===== src/rtl/read_buffer_pkg.sv =====
// Shared definitions for the read buffer: word-count/select-width helpers
// and the controller state encoding.
package read_buffer_pkg;

    // Number of user words in one cache line.
    function automatic int unsigned words_f(input int unsigned cache_width,
                                            input int unsigned data_width);
        return cache_width / data_width;
    endfunction

    // Width of the word-select field inside a user word address.
    function automatic int unsigned wsel_f(input int unsigned cache_width,
                                           input int unsigned data_width);
        return $clog2(words_f(cache_width, data_width));
    endfunction

    typedef enum logic [1:0] {
        IDLE = 2'd0,
        REQ  = 2'd1,
        WAIT = 2'd2
    } state_t;

endpackage


===== src/rtl/read_line_store.sv =====
// Single cache-line store: line data, line tag and valid bit, with a
// combinational hit compare and word select.
//   load/load_line/load_data : capture a returned line (sets valid)
//   inval                    : clear valid (a same-cycle load wins)
//   lookup_line/word_sel     : address being looked up
//   hit_c/word_c             : combinational hit flag and selected word
module read_line_store
    import read_buffer_pkg::*;
#(
    parameter int unsigned LINE_W      = 20,
    parameter int unsigned CACHE_WIDTH = 512,
    parameter int unsigned DATA_WIDTH  = 32
) (
    input  logic                   clk,
    input  logic                   rst,
    input  logic                   load,
    input  logic                   inval,
    input  logic [LINE_W-1:0]      load_line,
    input  logic [CACHE_WIDTH-1:0] load_data,
    input  logic [LINE_W-1:0]      lookup_line,
    input  logic [wsel_f(CACHE_WIDTH, DATA_WIDTH)-1:0] word_sel,
    output logic                   hit_c,
    output logic [DATA_WIDTH-1:0]  word_c
);

    logic [CACHE_WIDTH-1:0] line_q;
    logic [LINE_W-1:0]      tag_q;
    logic                   valid_q;

    // Line storage; a fill takes priority over an invalidate.
    always_ff @(posedge clk or posedge rst) begin
        if (rst) begin
            line_q  <= '0;
            tag_q   <= '0;
            valid_q <= 1'b0;
        end else if (load) begin
            line_q  <= load_data;
            tag_q   <= load_line;
            valid_q <= 1'b1;
        end else if (inval) begin
            valid_q <= 1'b0;
        end
    end

    assign hit_c  = valid_q && (tag_q == lookup_line);
    assign word_c = line_q[32'(word_sel) * DATA_WIDTH +: DATA_WIDTH];

endmodule


===== src/rtl/read_buffer.sv =====
// Word-granular read front end for the AFU read channel. Holds one cache
// line; a hit returns the word next cycle, a miss issues one line read and
// returns the word the cycle after the matching response.
//   rd_req_*    : line read request (registered single-cycle strobe)
//   rd_rsp_*    : line read response, matched on issued tag
//   start       : invalidates the held line
//   usr_rd_*    : user word request/response (ready only in IDLE)
module read_buffer
    import read_buffer_pkg::*;
#(
    parameter int unsigned ADDR_LMT    = 20,
    parameter int unsigned MDATA       = 14,
    parameter int unsigned CACHE_WIDTH = 512,
    parameter int unsigned DATA_WIDTH  = 32
) (
    input  logic                   clk,
    input  logic                   rst,
    output logic [ADDR_LMT-1:0]    rd_req_addr,
    output logic [MDATA-1:0]       rd_req_mdata,
    output logic                   rd_req_en,
    input  logic                   rd_req_almostfull,
    input  logic                   rd_rsp_valid,
    input  logic [MDATA-1:0]       rd_rsp_mdata,
    input  logic [CACHE_WIDTH-1:0] rd_rsp_data,
    input  logic                   start,
    input  logic                   usr_rd_en,
    input  logic [ADDR_LMT+wsel_f(CACHE_WIDTH, DATA_WIDTH)-1:0] usr_rd_addr,
    input  logic [MDATA-1:0]       usr_rd_mdata,
    output logic                   usr_rd_ready,
    output logic                   usr_rd_valid,
    output logic [DATA_WIDTH-1:0]  usr_rd_data,
    output logic [MDATA-1:0]       usr_rd_rsp_mdata
);

    localparam int unsigned WSEL    = wsel_f(CACHE_WIDTH, DATA_WIDTH);
    localparam int unsigned UADDR_W = ADDR_LMT + WSEL;

    state_t                state_q, state_d;
    logic [UADDR_W-1:0]    addr_q, addr_d;
    logic [MDATA-1:0]      umdata_q, umdata_d;
    logic [MDATA-1:0]      tag_cnt_q, tag_cnt_d;
    logic [MDATA-1:0]      issued_q, issued_d;

    logic [ADDR_LMT-1:0]   rd_req_addr_d;
    logic [MDATA-1:0]      rd_req_mdata_d;
    logic                  rd_req_en_d;
    logic                  usr_rd_ready_d;
    logic                  usr_rd_valid_d;
    logic [DATA_WIDTH-1:0] usr_rd_data_d;
    logic [MDATA-1:0]      usr_rd_rsp_mdata_d;

    logic                  fill_c;
    logic                  hit_c;
    logic [DATA_WIDTH-1:0] hit_word_c;
    logic [DATA_WIDTH-1:0] fill_word_c;

    logic [ADDR_LMT-1:0]   usr_line_c;
    logic [WSEL-1:0]       usr_word_c;
    logic [ADDR_LMT-1:0]   req_line_c;
    logic [WSEL-1:0]       req_word_c;

    assign usr_line_c = usr_rd_addr[UADDR_W-1:WSEL];
    assign usr_word_c = usr_rd_addr[WSEL-1:0];
    assign req_line_c = addr_q[UADDR_W-1:WSEL];
    assign req_word_c = addr_q[WSEL-1:0];

    // Word returned on a fill comes straight from the response line.
    assign fill_word_c = rd_rsp_data[32'(req_word_c) * DATA_WIDTH +: DATA_WIDTH];

    read_line_store #(
        .LINE_W      (ADDR_LMT),
        .CACHE_WIDTH (CACHE_WIDTH),
        .DATA_WIDTH  (DATA_WIDTH)
    ) u_store (
        .clk         (clk),
        .rst         (rst),
        .load        (fill_c),
        .inval       (start),
        .load_line   (req_line_c),
        .load_data   (rd_rsp_data),
        .lookup_line (usr_line_c),
        .word_sel    (usr_word_c),
        .hit_c       (hit_c),
        .word_c      (hit_word_c)
    );

    // State and registered outputs.
    always_ff @(posedge clk or posedge rst) begin
        if (rst) begin
            state_q          <= IDLE;
            addr_q           <= '0;
            umdata_q         <= '0;
            tag_cnt_q        <= '0;
            issued_q         <= '0;
            rd_req_addr      <= '0;
            rd_req_mdata     <= '0;
            rd_req_en        <= 1'b0;
            usr_rd_ready     <= 1'b1;
            usr_rd_valid     <= 1'b0;
            usr_rd_data      <= '0;
            usr_rd_rsp_mdata <= '0;
        end else begin
            state_q          <= state_d;
            addr_q           <= addr_d;
            umdata_q         <= umdata_d;
            tag_cnt_q        <= tag_cnt_d;
            issued_q         <= issued_d;
            rd_req_addr      <= rd_req_addr_d;
            rd_req_mdata     <= rd_req_mdata_d;
            rd_req_en        <= rd_req_en_d;
            usr_rd_ready     <= usr_rd_ready_d;
            usr_rd_valid     <= usr_rd_valid_d;
            usr_rd_data      <= usr_rd_data_d;
            usr_rd_rsp_mdata <= usr_rd_rsp_mdata_d;
        end
    end

    // Next-state and next-output logic.
    always_comb begin
        state_d            = state_q;
        addr_d             = addr_q;
        umdata_d           = umdata_q;
        tag_cnt_d          = tag_cnt_q;
        issued_d           = issued_q;
        rd_req_addr_d      = rd_req_addr;
        rd_req_mdata_d     = rd_req_mdata;
        rd_req_en_d        = 1'b0;
        usr_rd_valid_d     = 1'b0;
        usr_rd_data_d      = usr_rd_data;
        usr_rd_rsp_mdata_d = usr_rd_rsp_mdata;
        fill_c             = 1'b0;

        case (state_q)
            IDLE: begin
                if (usr_rd_en) begin
                    addr_d   = usr_rd_addr;
                    umdata_d = usr_rd_mdata;
                    if (hit_c) begin
                        usr_rd_valid_d     = 1'b1;
                        usr_rd_data_d      = hit_word_c;
                        usr_rd_rsp_mdata_d = usr_rd_mdata;
                    end else begin
                        state_d = REQ;
                    end
                end
            end
            REQ: begin
                if (!rd_req_almostfull) begin
                    rd_req_en_d    = 1'b1;
                    rd_req_addr_d  = req_line_c;
                    rd_req_mdata_d = tag_cnt_q;
                    issued_d       = tag_cnt_q;
                    tag_cnt_d      = tag_cnt_q + MDATA'(1);
                    state_d        = WAIT;
                end
            end
            WAIT: begin
                // Only the response carrying the issued tag completes the miss.
                if (rd_rsp_valid && (rd_rsp_mdata == issued_q)) begin
                    fill_c             = 1'b1;
                    usr_rd_valid_d     = 1'b1;
                    usr_rd_data_d      = fill_word_c;
                    usr_rd_rsp_mdata_d = umdata_q;
                    state_d            = IDLE;
                end
            end
            default: state_d = IDLE;
        endcase

        usr_rd_ready_d = (state_d == IDLE);
    end

endmodule

===== config.mk =====
export PLATFORM = sky130hd
export DESIGN_NAME = read_buffer
export DESIGN_NICKNAME = d
export VERILOG_FILES = /design/src/rtl/read_buffer_pkg.sv /design/src/rtl/read_line_store.sv /design/src/rtl/read_buffer.sv
export SDC_FILE = /design/constraint.sdc
export NUM_CORES = 2
export LEC_CHECK = 0
export ABC_AREA = 1
export CAP_MARGIN = 15
export CORE_ASPECT_RATIO = 0.6
export CORE_MARGIN = 2
export CORE_UTILIZATION = 54
export DETAILED_ROUTE_END_ITERATION = 16
export PLACE_DENSITY = 0.84
export SLEW_MARGIN = 5
export SYNTH_ARGS = -nofsm -noshare
export SYNTH_HDL_FRONTEND = slang
export SYNTH_SLANG_ARGS = --single-unit

===== constraint.sdc =====
create_clock -name clk -period 29.4 [get_ports clk]
set_input_delay 4.41 -clock clk [delete_from_list [all_inputs] [get_ports clk]]
set_output_delay 4.41 -clock clk [all_outputs]
set_load 0.02 [all_outputs]

; Word-level counts from Yosys, hierarchy flattened
; Index checks and enable logic that the tools add are counted.
[op_classes]
add_sub_neg = 1
eq_ne = 7
shift = 2
n_mux = 22
bitwise = 1
reduce_logical = 9
[ops]
columns = op, count
row1 = variable part select 512 x 10 -> 32 bit, 2
row2 = two-way mux 32 bit, 3
row3 = one-hot mux 32 bit (2 select lines), 1
row4 = two-way mux 14 bit, 3
row5 = one-hot mux 14 bit (2 select lines), 1
row6 = equality test 20 bit, 1
row7 = "adder 14 x 1 -> 14 bit, second input constant", 1
row8 = equality test 14 bit, 1
row9 = two-way mux 1 bit, 8
row10 = two-way mux 2 bit, 4
row11 = "!= test 2 bit, second input constant", 3
row12 = one-hot mux 2 bit (3 select lines), 1
row13 = zero test 2 bit, 2
row14 = AND reduction 2 bit, 2
row15 = AND reduction 4 bit, 1
row16 = nonzero test 2 bit, 2
row17 = "equality test 2 x 1 -> 1 bit, second input constant", 1
row18 = "equality test 2 bit, second input constant", 1
row19 = logical AND 1 bit, 2
row20 = one-hot mux 1 bit (2 select lines), 1
row21 = NOT 1 bit, 1
[totals]
register_bits = 670
output_inout_bits = 83
wordCells = 56

; Longest topological paths before layout
[depth]
depth_word = 6
ltp_mapped = 12

; Hierarchy
; A second synthesis with hierarchy kept.
[hier_totals]
cells_unflattened = 5422
hier_area_um2 = 37609.8
[by_module_without_submodules]
columns = module, instances, cells_each, area_each_um2, seq_area_each_um2
row1 = read_line_store, 1, 3240, 25502.0, 13337.8
row2 = read_buffer, 1, 2182, 12107.9, 3429.5

; Worst setup path before layout
; No wires, ideal clock.
[synth_timing]
kind = input port to flip-flop
startpoint = input rd_rsp_mdata[13]
endpoint = register u_store.line_q[442]
setup_ns = 0.117
arrival_time_ns = 5.563
required_ns = 29.283
path_slack_ns = 23.720
cell_stages = 11
path_buffers = 3
cell_sequence = inv_1 -> nor2_1 -> nor3_2 -> nand2_1 -> nor2_1 -> nand3_2 -> buf_6 -> buf_6 -> buf_2 -> nand2_1 -> o21ai_2
[synth_between]
elab_chain_len = 4
[synth_lines]
columns = element, line
row1 = start: declaration, read_buffer.sv:23  ; input logic [MDATA-1:0] rd_rsp_mdata,
row2 = equality test 14 bit, read_buffer.sv:159  ; if (rd_rsp_valid && (rd_rsp_mdata == issued_q)) begin
row3 = logical AND 1 bit, read_buffer.sv:159
row4 = two-way mux 1 bit, read_buffer.sv:159
row5 = two-way mux 1 bit, read_buffer.sv:133  ; case (state_q)
row6 = end signal: assignment, read_line_store.sv:37  ; line_q <= load_data;
row7 = end: declaration, read_line_store.sv:26  ; logic [CACHE_WIDTH-1:0] line_q;
; Every way passes these cells.
; A chain may end at the register's enable or synchronous reset.

; Final worst setup path
[layout_timing]
startpoint = input rd_rsp_mdata[12]
endpoint = register u_store.line_q[395]
; Same word-level chain as after synthesis.

==> out/qor.txt <==
outcome: complete, no violations
total gr overflow: 0
CP arrival: 9.61 ns
average wire per standard cell: 23.3 um
worst skew pair latency: 0.63 ns
initial antenna violation count: 37
RSZ-0062 raised after global routing: no
CTS clock-pin slew for the worst setup and hold paths: 0.06 ns
kind of critical path: in2reg
DR DRC count: 0
GPL Wtd Cong: 1.00
sequential group share of total power: 34.6%
Leak Pwr: 21.7 nW
Initial Utilization: 54.5%
clock skew: 0.0203 ns
first-pass GRT wire length: 216 mm
Final min period: 9.08 ns
worst path required time: 29.93 ns
die area: 0.0709 mm2
Hold Path Class: reg2reg
Worst setup EP type: flop
sw frac: 40.7%
combinational power share: 36.0%
Syn Nets: 5551
Nets: 5952
root buf cell: clkbuf_16
Fin. Hold Viols: 0
Ys Warns: 0
detailed-route via count: 37500
Fin Setup TNS: 0 ns
commonest non-fill, non-tap cell in the layout: nand2_1
FP Rows: 74
number of DRC markers in iteration 0: 6193
Setup Fix Bufs, Post-CTS: 0
vias per cell: 5.89
cts repair resizes: 0
Routed Wire Length: 148 mm
CP startpoint kind: primary input
final worst path period share: 30.9%
register area share after synthesis: 45.2%
Yosys reg bits: 670
fin. max-slew vios: 0
design internal power: 0.00177 W
Clock power frac: 29.4%
CTS Buf Count: 66
pin slew with the least headroom to its limit: 1.20 ns
largest net degree at the start of global routing: 259
synthesized instance count: 4980
global-route usage over all layers: 40.8%
Clock Path Buffers: 3
Peak VDD IR: 0.0543 mV
sw power: 0.00122 W
IO Pins: 653
core area: 0.0681 mm2
Die X: 342 um
maximum clock frequency: 110 MHz
CTS tree: done
Post-DRT Antenna Nets: 0
Slew HR: 20.2%
Pwr Density: 66.0 mW/mm2
Port Buffer Count: 652
detailed placement HPWL: 104 mm
vias in the first global route: 33800
area delta synth->final: 22.1%
Final setup viols: 0
placed cell count: 6224
Syn Area/Cell: 7.45 um2
Cell Count, Final, Fillers Out: 6369
Unique masters post-synth: 28
hold buffers post-CTS: 0
most frequent cells in the layout: nand2_1 (1213), dfrtp_1 (666), clkdlybuf4s50_1 (649), inv_1 (621), nand3_1 (615)
Worst Path Max Fanout: 95
area of the mapped netlist: 0.0371 mm2
TritonCTS Sinks: 670
Max Cap Viol: 0
layout cells sized above 1: 6.83%
Die Ht: 207 um
htree depth: 3
DR pass1 iterations: 8
[area by class of cell]
class | count | area, um2
sequential | 670 | 16800
timing repair buffer | 699 | 6950
fill | 5656 | 22700
clock inverter | 20 | 243
antenna | 27 | 67.6
clock buffer | 97 | 1910
tap | 912 | 1140
multi-input combinational | 3312 | 15800
inverter | 632 | 2390
[path summary, 6_finish.rpt]
| check | cells past startpoint | startpoint | slack (ns) | endpoint |
|---|---|---|---|---|
| min in group asynchronous | 2 | rst | 4.37 | u_store.line_q[432] |
| worst min register to register | 2 | u_store.line_q[362] | 0.48 | u_store.line_q[362] |
| worst min-delay path | 2 | u_store.line_q[362] | 0.48 | u_store.line_q[362] |
| worst max-delay path | 13 | rd_rsp_mdata[12] | 20.32 | u_store.line_q[395] |
| worst max register to register | 12 | issued_q[12] | 24.17 | u_store.line_q[395] |
| max in group asynchronous | 5 | rst | 21.90 | u_store.line_q[247] |
[synthesized netlist by cell type, drive strengths merged]
library cell | number | area share, %
a21oi | 216 | 2.9
buf | 258 | 4.7
clkbuf | 108 | 1.1
dfrtp | 669 | 45
dfstp | 1 | 0.071
ha | 1 | 0.034
inv | 632 | 6.4
nand2 | 1215 | 12
nand3 | 617 | 8.3
nand3b | 1 | 0.020
nand4 | 5 | 0.084
nor2 | 220 | 2.2
nor3 | 7 | 0.11
nor3b | 1 | 0.020
o211ai | 68 | 1.4
o21ai | 940 | 15
or2 | 1 | 0.017
xnor2 | 8 | 0.19
xor2 | 12 | 0.28
[critical path, stage by stage]
cell,delay (ns)
clkdlybuf4s50_1,0.47
xor2_1,0.24
nor2_1,0.09
nand2_1,0.07
nor2_1,0.07
nand3_4,0.47
buf_4,0.81
buf_4,0.42
buf_16,0.38
buf_4,0.95
buf_4,0.81
nand2_1,0.17
o21ai_2,0.10
[flip-flops by register name (all words and copies together) (netlist names)]
name              count
u_store.tag_q        20
rd_req_en             1
usr_rd_ready          1
addr_q               24
issued_q             14
rd_req_addr          20
usr_rd_rsp_mdata     14
tag_cnt_q            14
u_store.valid_q       1
usr_rd_data          32
usr_rd_valid          1
state_q               2
umdata_q             14
u_store.line_q      512
[power groups by stage]
stage / sequential, W / clock, W / combinational (W)
2_1_floorplan: 0.00104 / 0 / 0.000564
3_3_place_gp: 0.00105 / 0 / 0.00100
3_5_place_dp: 0.00105 / 0 / 0.00102
4_1_cts: 0.00103 / 0.000877 / 0.00102
5_1_grt: 0.00104 / 0.000915 / 0.00113
6_report: 0.00103 / 0.000878 / 0.00108
[metrics by stage]
step                total power [W]  util [%]  setup WS [ns]  hold WS (ns)  area (um2)
CTS                         0.00293      66.4          20.13         0.478       45200
detailed placement          0.00207      63.3          19.51         0.463       43100
global placement            0.00205      63.3          19.61         0.458       43100
floorplan                   0.00160         -           6.21         0.450       37100
finish                      0.00299      66.6          20.32         0.477       45300
global route                0.00308      66.6          20.01         0.484       45300
[layer usage]
metal	GRT usage, %	vias to the layer above	routed length (um)
li1	-	16900	-
met1	58.3	17700	58800
met2	53.3	2510	58400
met5	0	-	121
met3	18.3	379	24000
met4	16.3	18	6700
[kinds of logic after synthesis]
family                   Yosys count  synth area share, %
AND/OR/NAND/NOR                 2067                 23.1
XOR/XNOR                          20                0.472
buffers and inverters            998                 12.2
adder cells (fa/ha/maj)            1               0.0337
AO/OA/AOI/OAI                   1224                 19.0
flip-flops                       670                 45.2
No activity file was read; power rests on OpenSTA's default activity.
